### src/rtl/keypad_entry.sv
// Debounced 8-key keypad front end: synchronizes raw buttons, qualifies single
// presses into a 3-bit digit pulse, flags multi-key presses and abandons stale entries.
module keypad_entry #(
  parameter int DB_CYCLES    = 4,
  parameter int IDLE_TIMEOUT = 100
) (
  input  logic       clk,
  input  logic       reset,
  input  logic [7:0] keys,
  output logic [2:0] key,
  output logic       key_valid,
  output logic       multi_err,
  output logic       entry_timeout,
  output logic [1:0] digit_count,
  output logic       busy
);

  typedef enum logic [1:0] {IDLE, PRESS_DB, WAIT_REL, REL_DB} state_t;

  localparam logic [7:0]  DB_LAST = 8'(DB_CYCLES - 1);
  localparam logic [15:0] TO_LAST = 16'(IDLE_TIMEOUT - 1);

  state_t      state_q;
  logic [7:0]  sync1_q;
  logic [7:0]  keys_s_q;
  logic [7:0]  snap_q;
  logic [7:0]  db_cnt_q;
  logic [15:0] idle_cnt_q;
  logic [2:0]  key_q;
  logic        key_valid_q;
  logic        multi_err_q;
  logic        entry_timeout_q;
  logic [1:0]  digit_count_q;

  logic        snap_onehot_d;
  logic [2:0]  snap_idx_d;

  always_comb begin
    snap_onehot_d = (snap_q != 8'd0) && ((snap_q & (snap_q - 8'd1)) == 8'd0);
    snap_idx_d    = 3'd0;
    for (int i = 0; i < 8; i++) begin
      if (snap_q[i]) snap_idx_d = 3'(i);
    end
  end

  always_ff @(posedge clk) begin
    if (!reset) begin
      state_q         <= IDLE;
      sync1_q         <= 8'd0;
      keys_s_q        <= 8'd0;
      snap_q          <= 8'd0;
      db_cnt_q        <= 8'd0;
      idle_cnt_q      <= 16'd0;
      key_q           <= 3'd0;
      key_valid_q     <= 1'b0;
      multi_err_q     <= 1'b0;
      entry_timeout_q <= 1'b0;
      digit_count_q   <= 2'd0;
    end else begin
      sync1_q         <= keys;
      keys_s_q        <= sync1_q;
      key_valid_q     <= 1'b0;
      multi_err_q     <= 1'b0;
      entry_timeout_q <= 1'b0;

      case (state_q)
        IDLE: begin
          // A press leaving IDLE takes priority over a timeout on the same edge.
          if (keys_s_q != 8'd0) begin
            snap_q     <= keys_s_q;
            db_cnt_q   <= 8'd0;
            idle_cnt_q <= 16'd0;
            state_q    <= PRESS_DB;
          end else if (digit_count_q == 2'd0) begin
            idle_cnt_q <= 16'd0;
          end else if (idle_cnt_q == TO_LAST) begin
            entry_timeout_q <= 1'b1;
            digit_count_q   <= 2'd0;
            idle_cnt_q      <= 16'd0;
          end else begin
            idle_cnt_q <= idle_cnt_q + 16'd1;
          end
        end

        PRESS_DB: begin
          if (keys_s_q != snap_q) begin
            state_q <= IDLE;
          end else if (db_cnt_q == DB_LAST) begin
            state_q <= WAIT_REL;
            if (snap_onehot_d) begin
              key_q         <= snap_idx_d;
              key_valid_q   <= 1'b1;
              digit_count_q <= digit_count_q + 2'd1;
            end else begin
              multi_err_q <= 1'b1;
            end
          end else begin
            db_cnt_q <= db_cnt_q + 8'd1;
          end
        end

        WAIT_REL: begin
          if (keys_s_q == 8'd0) begin
            db_cnt_q <= 8'd0;
            state_q  <= REL_DB;
          end
        end

        REL_DB: begin
          if (keys_s_q != 8'd0) begin
            state_q <= WAIT_REL;
          end else if (db_cnt_q == DB_LAST) begin
            state_q <= IDLE;
          end else begin
            db_cnt_q <= db_cnt_q + 8'd1;
          end
        end

        default: state_q <= IDLE;
      endcase
    end
  end

  assign key           = key_q;
  assign key_valid     = key_valid_q;
  assign multi_err     = multi_err_q;
  assign entry_timeout = entry_timeout_q;
  assign digit_count   = digit_count_q;
  assign busy          = (state_q != IDLE);

endmodule
### config.mk
export PLATFORM = sky130hd
export DESIGN_NAME = keypad_entry
export DESIGN_NICKNAME = d
export VERILOG_FILES = /design/src/rtl/keypad_entry.sv
export SDC_FILE = /design/constraint.sdc
export NUM_CORES = 1
export LEC_CHECK = 0
export BUFFER_PORTS_ARGS = -buffer_cell sky130_fd_sc_hd__buf_4
export CORE_MARGIN = 1
export CORE_UTILIZATION = 45
export DETAILED_ROUTE_END_ITERATION = 10
export PLACE_DENSITY = 0.62
export SYNTH_ARGS = -nofsm -noshare
export SYNTH_HDL_FRONTEND = slang
export SYNTH_SLANG_ARGS = --single-unit
### constraint.sdc
create_clock -name clk -period 3.6 [get_ports clk]
set_input_delay 0.36 -clock clk [delete_from_list [all_inputs] [get_ports clk]]
set_output_delay 0.36 -clock clk [all_outputs]
set_load 0.05 [all_outputs]
* Yosys cells after proc, flatten, opt, wreduce, memory -nomap -nowiden
Cells that the tools add are included.
Word-level totals: output and inout port bits 9, bits in registers 58, word-level logic and storage cells 87, input port bits 10
Operators by class: multiplexer cells 33, eq/ne operators 17, add/subtract/negate cells 4, bitwise operators 6, reduce and logical (&&, ||, !) cells 16
Operators by type and width (number):
- $mux W16 | 3
- $mux W8 | 5
- $pmux W8 S4 | 1
- $mux W2 | 12
- $mux W3 | 6
- $ne A2 B2 Y1 const B | 9
- $add A16 B1 Y16 const B | 1
- $eq A16 B7 Y1 const B | 1
- $logic_not A8 Y1 | 2
- $reduce_bool A8 Y1 | 2
- $reduce_and A4 Y1 | 3
- $add A8 B1 Y8 const B | 1
- $and A8 B8 Y8 | 1
- $eq A8 B2 Y1 const B | 1
- $ne A8 B8 Y1 | 1
- $pmux W2 S4 | 1
- $reduce_or A4 Y1 | 2
- $sub A8 B1 Y8 const B | 1
- $reduce_and A7 Y1 | 1
- $ne A3 B3 Y1 const B | 2
- $not A1 Y1 | 5
- $eq A2 B2 Y1 const B | 2
- $logic_not A2 Y1 | 2
- $mux W1 | 4
- 6 further kinds | 7

* Longest topological paths before layout
Gate-level depths: netlist of run 1.
word-level depth 8, mapped depth 7, gate-level depth less buffers 6

* Least setup slack after synthesis of run 1
Ideal clock, no wire load.
kind reg2reg, start point reg digit_count_q[0] (netlist: digit_count[0]), end point reg digit_count_q[1] (netlist: digit_count[1]), period minus slack after synthesis 1.908 ns, setup time 0.119 ns, path buffers 0, slack 1.692 ns, arrival 1.790 ns, stages on the path, launching flop included 6, required time 3.481 ns, path through dfxtp_1 inv_1 ha_1 or4_1 and3_1 o2bb2ai_1
Between the ends: longest elaborated chain between the ends 5, elaborated cells between the ends (all ways) 8, those cells by class add/sub: 1; eq/ne: 1; mux: 4; reduce/logical: 2
RTL lines:
- from (decl) | line 33 | logic [1:0] digit_count_q;
- from (signal assigned) | line 93 | digit_count_q <= digit_count_q + 2'd1;
- $add A2 B1 Y2 | line 93
- $mux W2 | line 90 | if (snap_onehot_d) begin
- $mux W2 | line 88 | end else if (db_cnt_q == DB_LAST) begin
- $mux W2 | line 86 | if (keys_s_q != snap_q) begin
- $pmux W2 S2 | line 66 | case (state_q)
Parallel ways exist; a longest one is shown, timed or not. The select of a mux whose other input is x is not followed. A chain may end at the register's enable or synchronous reset.

* Worst setup path in the final report of run 1
start point reg db_cnt_q[0], end point reg key_q[2] (netlist: key[2])
Between the ends: longest elaborated chain between the ends 2
RTL lines:
- from (decl) | line 27 | logic [7:0] db_cnt_q;
- from (signal assigned) | line 98 | db_cnt_q <= db_cnt_q + 8'd1;
- from (signal assigned) | line 115 | db_cnt_q <= db_cnt_q + 8'd1;
- $eq A8 B2 Y1 | line 88
- $reduce_and A4 Y1 (no line)
- to (signal assigned) | line 91 | key_q <= snap_idx_d;
- to (decl) | line 29 | logic [2:0] key_q;
Every way passes these cells.

==> flow_summary_export.csv, run 1 <==
group,metric,value,unit
status,status,"completed",
cells_and_area,final_layout_size_suffix_gt1_share,14.2,%
clock_tree,tritoncts,"built",
sta,setup_ws,1450,ps
synthesis,synthCells,316,
global_route,gr-total-overflow,0,
clock_tree,cts_resized,0,
placed_design,gp_congestion,0.816,
sta,max_slew_margin,46.0,%
min_path,hold_class,"in -> reg",
pwr,p_seq_share,47.2,%
synthesis,ys.flop_type,"dfxtp_1",
route,vias,2198,
pwr,fin_total_pwr,1.43,mW
pwr,p_leak,1.06,nW
clock_tree,cts.sinks,58,
die,die_area,6400,sq um
synthesis,synth_seq_area_share,42.4,%
sta,hold_ws,223,ps
setup_path,cpPeakStageDelay,450,ps
sta,slew_viol_final,0,
synthesis,synth.most_common_cell,"dfxtp_1",
sta,finalHoldViolCount,0,
route,post-route-drc-count,0,
global_route,grt_start_max_net_pins,25,
cells_and_area,post-route-util,52.9,%
synthesis,yosys.area.top_type,"dfxtp_1",
synthesis,ys_warn_count,0,
placed_design,dp_hpwl,3620,um
sta,finalSetupViolations,0,
die,core,5890,sq um
cells_and_area,num_antenna_cells,0,
sta,rsz0062_at_grt,"no",
pwr,clkPwrFrac,42.3,%
synthesis,synth-async-reset-ratio,0,%
clock_tree,clock_latency,340,ps
synthesis,synth-edff-count,0,
setup_path,critPathArrivalTime,2400,ps
route,wirelength,5230,um
die,fp.dieH,80.0,um
synthesis,yosys.area.top_type_share,42.4,%
setup_path,path_cells,"ha_1 -> nor4b_1 -> nand3_1 -> nor3_1 -> a21oi_1 -> a211oi_1",
clock_tree,cts_max_path_buffers,2,
cells_and_area,finalNonFillerCells,412,
clock_tree,cts_made_buffers,9,
placed_design,place_ws,1450,ps
die,die_width,80.0,um
pwr,power_density,460,nW/um^2
setup_path,worstPathMaxFanout,6,
route,via_per_inst,5.33,
setup_path,start_kind,"flip-flop",
sta,fin_skew,7.75,ps
flow_run,maxCapViolations,0,
synthesis,synth_cell_types,51,
clock_tree,path_clk_slew,70,ps
cells_and_area,fin_area,3110,sq um
global_route,grt_pass1_vias,1979,
setup_path,cp_data_required_time,3850,ps
setup_path,critPathKind,"reg -> reg",
synthesis,synth_common_cells,"58 x dfxtp_1, 38 x nand2_1, 21 x a21oi_1",
clock_tree,root_buffer,"clkbuf_8",
pwr,ir_drop,0.239,mV
cells_and_area,syn_to_final_growth,13.7,%
die,io_pins,19,
route,avgRoutedWirePerCell,12.7,um
clock_tree,cts_setup_buffers,0,
placed_design,dpl_cell_area,2910,sq um
placed_design,post-place-cells,396,
sta,fin_crit_sh,59.6,%
setup_path,end_kind,"flip-flop",
pwr,p_sw,0.391,mW
setup_path,crit_slowest_cell,"nor4b_1",
sta,min_period,2150,ps
global_route,globalRouteTotalUtil,18.4,%
die,initial_utilization,46.5,%
synthesis,syn_avg_cell_area,8.66,sq um
pwr,comb_power_share,10.5,%
synthesis,syn_area,2740,sq um
sta,fmax,466,MHz
synthesis,syn_nets,329,
clock_tree,cts_hold_buf,0,
sta,tightest_slew,809,ps
route,drt-initial-drc-count,109,
global_route,antenna_found_initial,0,
route,ant_nets,0,
clock_tree,htreeDepth,3,
synthesis,synth_seq_cells,58,
route,first_pass_iters,4,
global_route,grt_pass1_wl,8930,um
cells_and_area,fin_nets,345,
pwr,intPower,1.04,mW
synthesis,ys_top_cells_by_area,"dfxtp_1 42%, nand2_1 5.2%, a21oi_1 3.8%",
sta,setup_tns,0,ps
die,rows,28,
placed_design,port_buffers,18,
pwr,sw_frac_of_total,27.3,%
==> power groups by stage <==
stage	Sequential (mW)	Combinational, mW	Clock, mW
4_1_cts	0.676	0.152	0.624
5_1_grt	0.679	0.167	0.651
6_report	0.676	0.151	0.606
2_1_floorplan	0.682	0.120	0
3_5_place_dp	0.691	0.151	0
3_3_place_gp	0.691	0.150	0
==> cell type report <==
| class | count | area, sq um |
|---|---|---|
| fillers | 564 | 2770 |
| clock inverters | 7 | 78.8 |
| clock buffers | 9 | 124 |
| multi-input cells | 233 | 1460 |
| flip-flops and latches | 58 | 1160 |
| repair buffers | 21 | 158 |
| well taps | 75 | 93.8 |
| inverters | 9 | 33.8 |
==> cell families after synthesis <==
logic type,Yosys count,synth area share [%]
and+or+nand+nor,153,31.1
AOI/OAI and AO/OA,52,12.6
muxes,5,1.87
DFF,58,42.4
xor gates and xnor gates,19,6.08
buffers and inverters,25,4.12
adders and majority gates,4,1.74
==> layer usage <==
| metal | wire length [um] | global-route usage, % | up-vias |
|---|---|---|---|
| met3 | 179 | 3.89 | 11 |
| met2 | 2270 | 28.7 | 38 |
| li1 | - | - | 1165 |
| met1 | 2690 | 23.1 | 984 |
| met4 | 78 | 11.3 | 0 |
| met5 | 0 | 0 | - |
==> state kept, by name (all words and copies together), names as in the netlist <==
register       cells
snap_q             8
state_q            2
keys_s_q           8
db_cnt_q           8
key                3
idle_cnt_q        16
sync1_q            8
key_valid          1
multi_err          1
entry_timeout      1
digit_count        2
==> path summary, 6_finish.rpt <==
kind | endpoint | slack (ps) | startpoint | depth (start not counted)
max | key[2] | 1450 | db_cnt_q[0] | 6
min | sync1_q[1] | 220 | keys[1] | 2
max reg2reg | key[2] | 1450 | db_cnt_q[0] | 6
min reg2reg | keys_s_q[4] | 430 | sync1_q[4] | 1
==> cell usage in the layout (no fill, tap or decap), types with 7 or more instances in the layout <==
cell,Yosys,layout
a21oi_1,21,21
and2_1,16,16
buf_4,1,21
clkbuf_8,0,9
dfxtp_1,58,58
inv_1,8,8
nand2_1,38,38
nand3_1,7,7
nand4_1,11,11
nor2_1,20,20
nor3_1,8,8
nor4_1,13,13
o21ai_0,9,9
xnor2_1,12,12
xor2_1,7,7
==> critical path: cells and delay by family, from the launching register on <==
kind                     cells  cell delay, ps
AND/OR/NAND/NOR              3            1090
flip-flops                   1             400
adder cells (fa/ha/maj)      1             220
AO/OA/AOI/OAI                2             350
Power figures use the tool's default switching activity.
==> run 2, diff against run 1 <==
==> constraint.sdc (replaced) <==
create_clock -name clk -period 2.2 [get_ports clk]
set_input_delay 0.22 -clock clk [delete_from_list [all_inputs] [get_ports clk]]
set_output_delay 0.22 -clock clk [all_outputs]
set_load 0.05 [all_outputs]
==> run 2 against run 1 <==
Effect of this change:
- non-clock buffer count grew 6
- sequential share of layout area shrank 0.50 points
- critical path type unchanged
- largest cell class unchanged
- critical path depth is 1 lower
- die area unchanged
- core utilization is 0.72 points higher
==> flow_summary_export.csv, run 2 (synthesis gave the netlist of run 1 again) <==
group,metric,value,unit
global_route,antenna_found_initial,0,
die,rows,28,
pwr,ir_drop,0.426,mV
route,post-route-drc-count,0,
global_route,globalRouteTotalUtil,19.6,%
cells_and_area,finalNonFillerCells,418,
cells_and_area,post-route-util,53.6,%
sta,fin_crit_sh,91.4,%
sta,tightest_slew,544,ps
route,via_per_inst,5.33,
route,ant_nets,0,
cells_and_area,final_layout_size_suffix_gt1_share,16.3,%
clock_tree,cts_setup_buffers,0,
route,drt-initial-drc-count,132,
die,initial_utilization,46.5,%
clock_tree,cts_hold_buf,0,
setup_path,critPathKind,"reg -> reg",
global_route,grt_start_max_net_pins,22,
cells_and_area,fin_area,3150,sq um
die,fp.dieH,80.0,um
die,io_pins,19,
cells_and_area,largest_register,"idle_cnt_q",
cells_and_area,fin_nets,351,
clock_tree,cts.sinks,58,
clock_tree,path_clk_slew,70,ps
setup_path,critPathArrivalTime,2280,ps
clock_tree,cts_max_path_buffers,2,
route,vias,2229,
setup_path,start_kind,"flip-flop",
setup_path,end_kind,"flip-flop",
setup_path,cp_data_required_time,2470,ps
die,core,5890,sq um
global_route,grtUsageMet1,25.8,%
die,die_width,80.0,um
sta,max_slew_margin,63.7,%
placed_design,dp_hpwl,3680,um
setup_path,worstPathMaxFanout,13,
placed_design,port_buffers,18,
clock_tree,cts_made_buffers,9,
cells_and_area,syn_to_final_growth,15.3,%
clock_tree,tritoncts,"built",
route,first_pass_iters,4,
sta,setup_ws,188,ps
sta,finalSetupViolations,0,
sta,slew_viol_final,0,
clock_tree,root_buffer,"clkbuf_8",
status,status,"completed",
min_path,hold_class,"in -> reg",
setup_path,reg2reg_from,"keys_s_q[1]",
placed_design,dpl_cell_area,2950,sq um
sta,finalHoldViolCount,0,
global_route,top_usage_layer,"met2",
cells_and_area,final_cell_mix,"58 x dfxtp_1, 38 x nand2_1, 27 x buf_4",
cells_and_area,num_antenna_cells,0,
global_route,use_met2,29.2,%
global_route,gr-total-overflow,0,
min_path,hold_start,"keys[2]",
cells_and_area,final_common_cell,"dfxtp_1",
sta,fin_skew,7.12,ps
clock_tree,clock_latency,340,ps
die,die_area,6400,sq um
sta,rsz0062_at_grt,"no",
sta,min_period,2010,ps
setup_path,critPathLaunch,"keys_s_q[1]",
placed_design,gp_congestion,0.769,
global_route,use_met3,5.26,%
route,avgRoutedWirePerCell,12.8,um
placed_design,post-place-cells,402,
sta,fmax,497,MHz
flow_run,maxCapViolations,0,
global_route,grt_pass1_vias,2009,
route,wirelength,5330,um
pwr,p_leak,1.09,nW
global_route,grt_pass1_wl,9450,um
sta,setup_tns,0,ps
cells_and_area,largest_reg_flops,16,
clock_tree,htreeDepth,3,
pwr,power_density,712,nW/um^2
placed_design,place_ws,185,ps
[run 2: cell types whose count changed in the layout (fill, tap and decap cells not counted), sizes merged]
cell	previous run	this run
buf	21	27
clkinv	2	4
bufinv	1	0
clkbuf	9	10
clkinvlp	3	2
inv	10	9
[run 2: path summary, 6_finish.rpt]
kind         cells past startpoint     endpoint  slack (ps)
min                              2   sync1_q[2]          90
max                              5  db_cnt_q[3]         190
min reg2reg                      1  keys_s_q[4]         430
max reg2reg                      5  db_cnt_q[3]         190
[run 2: cell type report]
class / count / area [sq um]
Clock buffer: 10 / 138
Timing Repair Buffer: 27 / 203
Tap cell: 75 / 93.8
Clock inverter: 6 / 42.5
Sequential cell: 58 / 1160
Multi-Input combinational cell: 233 / 1480
Fill cell: 550 / 2730
Inverter: 9 / 33.8
[run 2: where the power goes]
part	total (mW)	internal (mW)	switching (mW)
Clock	0.879	0.438	0.441
Sequential	1.11	1.08	0.0316
Combinational	0.259	0.104	0.155
[run 2: per-stage QoR]
stage	total power, mW	hold WS, ps
2_1_floorplan	1.31	347
3_3_place_gp	1.38	416
3_5_place_dp	1.38	418
4_1_cts	2.27	67.3
5_1_grt	2.35	69.5
6_report	2.25	86.4
[run 2: critical path: stages (launching register included)]
cell and delay, ps:
dfxtp_1 340, or4_4 570, o21ai_4 200, nand2_2 170, or4_1 520, a21boi_1 140
[run 2: per-layer routing]
layer,up-vias,part of all wire [%]
li1,1181,-
met1,1010,52
met2,33,44
met3,5,3.2
met4,0,1.5
met5,-,0
[run 2: repair_timing]
item	4_1_cts	5_1_grt
endpoints found under the hold margin	0	0
gates resized for setup	0	3
setup endpoints to repair	0	5
==> run 3, diff against run 2 <==
==> config.mk (replaced) <==
export PLATFORM = sky130hd
export DESIGN_NAME = keypad_entry
export DESIGN_NICKNAME = d
export VERILOG_FILES = /design/src/rtl/keypad_entry.sv
export SDC_FILE = /design/constraint.sdc
export NUM_CORES = 1
export LEC_CHECK = 0
export CORE_MARGIN = 1
export CORE_UTILIZATION = 45
export DETAILED_ROUTE_END_ITERATION = 10
export DONT_BUFFER_PORTS = 1
export MAX_ROUTING_LAYER = met4
export PLACE_DENSITY = 0.6
export SYNTH_ARGS = -nofsm -noshare
export SYNTH_HDL_FRONTEND = slang
export SYNTH_SLANG_ARGS = --single-unit
==> run 3 against run 2 <==
Effect of this change:
- total power rose by 14%
- first-iteration DRC count is 55% lower
- cell area is 1.4% higher
- flip-flop and latch count unchanged
- sequential power is essentially flat
- register-to-register slack lost 20 ps
- via count grew 0.63%
- count of clock-buffer cells in the layout stayed put
==> flow_summary_export.csv, run 3 (synthesis gave the netlist of run 1 again) <==
group,metric,value,unit
setup_path,start_kind,"flip-flop",
die,initial_utilization,46.5,%
flow_run,maxCapViolations,0,
sta,setup_tns,0,ps
cells_and_area,syn_to_final_growth,16.9,%
setup_path,cpPeakStageDelay,570,ps
setup_path,crit_slowest_cell,"or4_4",
setup_path,cp_data_required_time,2470,ps
die,rows,28,
setup_path,worstPathMaxFanout,13,
cells_and_area,finalNonFillerCells,411,
setup_path,end_kind,"flip-flop",
status,status,"completed",
die,die_width,80.0,um
route,drt-initial-drc-count,59,
sta,max_slew_margin,65.5,%
clock_tree,clock_latency,340,ps
cells_and_area,final_common_cell,"dfxtp_1",
route,wirelength,5510,um
cells_and_area,post-route-util,54.3,%
sta,hold_ws,48.1,ps
cells_and_area,num_antenna_cells,0,
cells_and_area,seqCellArea,1160,sq um
cells_and_area,fillers,556,
setup_path,r2r_setup_slack,170,ps
cells_and_area,final_layout_size_suffix_gt1_share,12.2,%
pwr,fin_total_pwr,2.56,mW
setup_path,critPathKind,"reg -> reg",
route,post-route-drc-count,0,
clock_tree,cts_setup_buffers,0,
sta,slew_viol_final,0,
global_route,grt_start_max_net_pins,17,
sta,fmax,491,MHz
cells_and_area,fin_nets,345,
setup_path,critPathArrivalTime,2310,ps
clock_tree,cts_made_buffers,9,
clock_tree,cts_max_path_buffers,2,
sta,finalSetupViolations,0,
placed_design,post-place-cells,386,
global_route,grt_pass1_vias,1912,
clock_tree,root_buffer,"clkbuf_8",
global_route,grt_pass1_wl,9140,um
cells_and_area,multi_input_area,1490,sq um
placed_design,port_buffers,0,
setup_path,path_buf_inv,0,
global_route,globalRouteTotalUtil,19.5,%
global_route,antenna_found_initial,0,
global_route,gr-total-overflow,0,
setup_path,cp_top_family,"simple AND/OR/NAND/NOR gates",
route,vias,2243,
sta,fin_crit_sh,92.5,%
pwr,power_density,800,nW/um^2
setup_path,path_cells,"or4_4 -> o21ai_4 -> nand2_2 -> or4_1 -> a21boi_1",
clock_tree,path_clk_slew,70,ps
min_path,hold_class,"in -> reg",
route,avgRoutedWirePerCell,13.4,um
cells_and_area,largest_reg_flops,16,
sta,min_period,2030,ps
route,first_pass_iters,4,
sta,rsz0062_at_grt,"no",
die,die_area,6400,sq um
die,fp.dieH,80.0,um
placed_design,dp_hpwl,3780,um
cells_and_area,largest_register,"idle_cnt_q",
sta,finalHoldViolCount,0,
route,via_per_inst,5.46,
route,ant_nets,0,
placed_design,gp_congestion,0.831,
pwr,ir_drop,0.549,mV
die,core,5890,sq um
sta,tightest_slew,517,ps
die,io_pins,19,
cells_and_area,final_cell_mix,"58 x dfxtp_1, 38 x nand2_1, 21 x a21oi_1",
clock_tree,cts.sinks,58,
clock_tree,tritoncts,"built",
clock_tree,htreeDepth,3,
pwr,p_leak,1.08,nW
sta,fin_skew,8.50,ps
run 3: changes by cell type in the layout (fill, tap and decap cells not counted), moves of 2 or more:
cell | before | now
buf_4 | 27 | 11
dlygate4sd3_1 | 0 | 10
bufinv_16 | 0 | 3
clkinv_4 | 2 | 0
nor4b_1 | 5 | 3
nor4b_2 | 0 | 2
run 3: area by class of cell:
class,instances,share of cell area (%)
clock buffers,10,4.30
clock inverters,5,3.21
inverters,9,1.06
multi-input cells,233,46.5
flip-flops and latches,58,36.3
well taps,75,2.93
repair buffers,21,5.71
run 3: metal layers:
metal  track usage, %  vias up  part of all wire, %
met5                -        -                    0
met4             8.04        0                  1.7
met3             6.51        9                  4.4
met2             27.4       42                   43
met1             25.6     1034                   51
li1                 -     1158                    -
run 3: worst register-to-register path, cell delays in order (launching register included):
cell	delay (ps)
dfxtp_1	340
or4_4	570
o21ai_4	210
nand2_2	170
or4_1	530
a21boi_1	150
run 3: stage by stage:
| stage | area [sq um] | setup slack, ps |
|---|---|---|
| after CTS | 3170 | 75.8 |
| after global routing | 3200 | 11.2 |
| after detailed placement | 2830 | 104 |
| final | 3200 | 165 |
| after global placement | 2830 | 135 |
| after floorplan | 2740 | 292 |
run 3: worst paths after layout:
check              start              to  cells after the start
max          keys_s_q[1]     db_cnt_q[4]                      5
min reg2reg   sync1_q[4]     keys_s_q[4]                      1
min                reset  digit_count[1]                      2
max reg2reg  keys_s_q[1]     db_cnt_q[4]                      5
run 3: what timing repair did:
| item | in CTS | in global routing |
|---|---|---|
| endpoints found under the setup margin | 0 | 10 |
| hold buffers | 10 | 0 |
| endpoints found under the hold margin | 15 | 0 |
| gates resized for setup | 0 | 4 |
run 3: power by group:
| part | total (mW) | switching (mW) | leakage, nW | internal [mW] |
|---|---|---|---|---|
| registers | 1.11 | 0.0301 | 0.472 | 1.08 |
| logic | 0.257 | 0.152 | 0.493 | 0.105 |
| clock network | 1.19 | 0.419 | 0.118 | 0.774 |
| total | 2.56 | 0.601 | 1.08 | 1.96 |
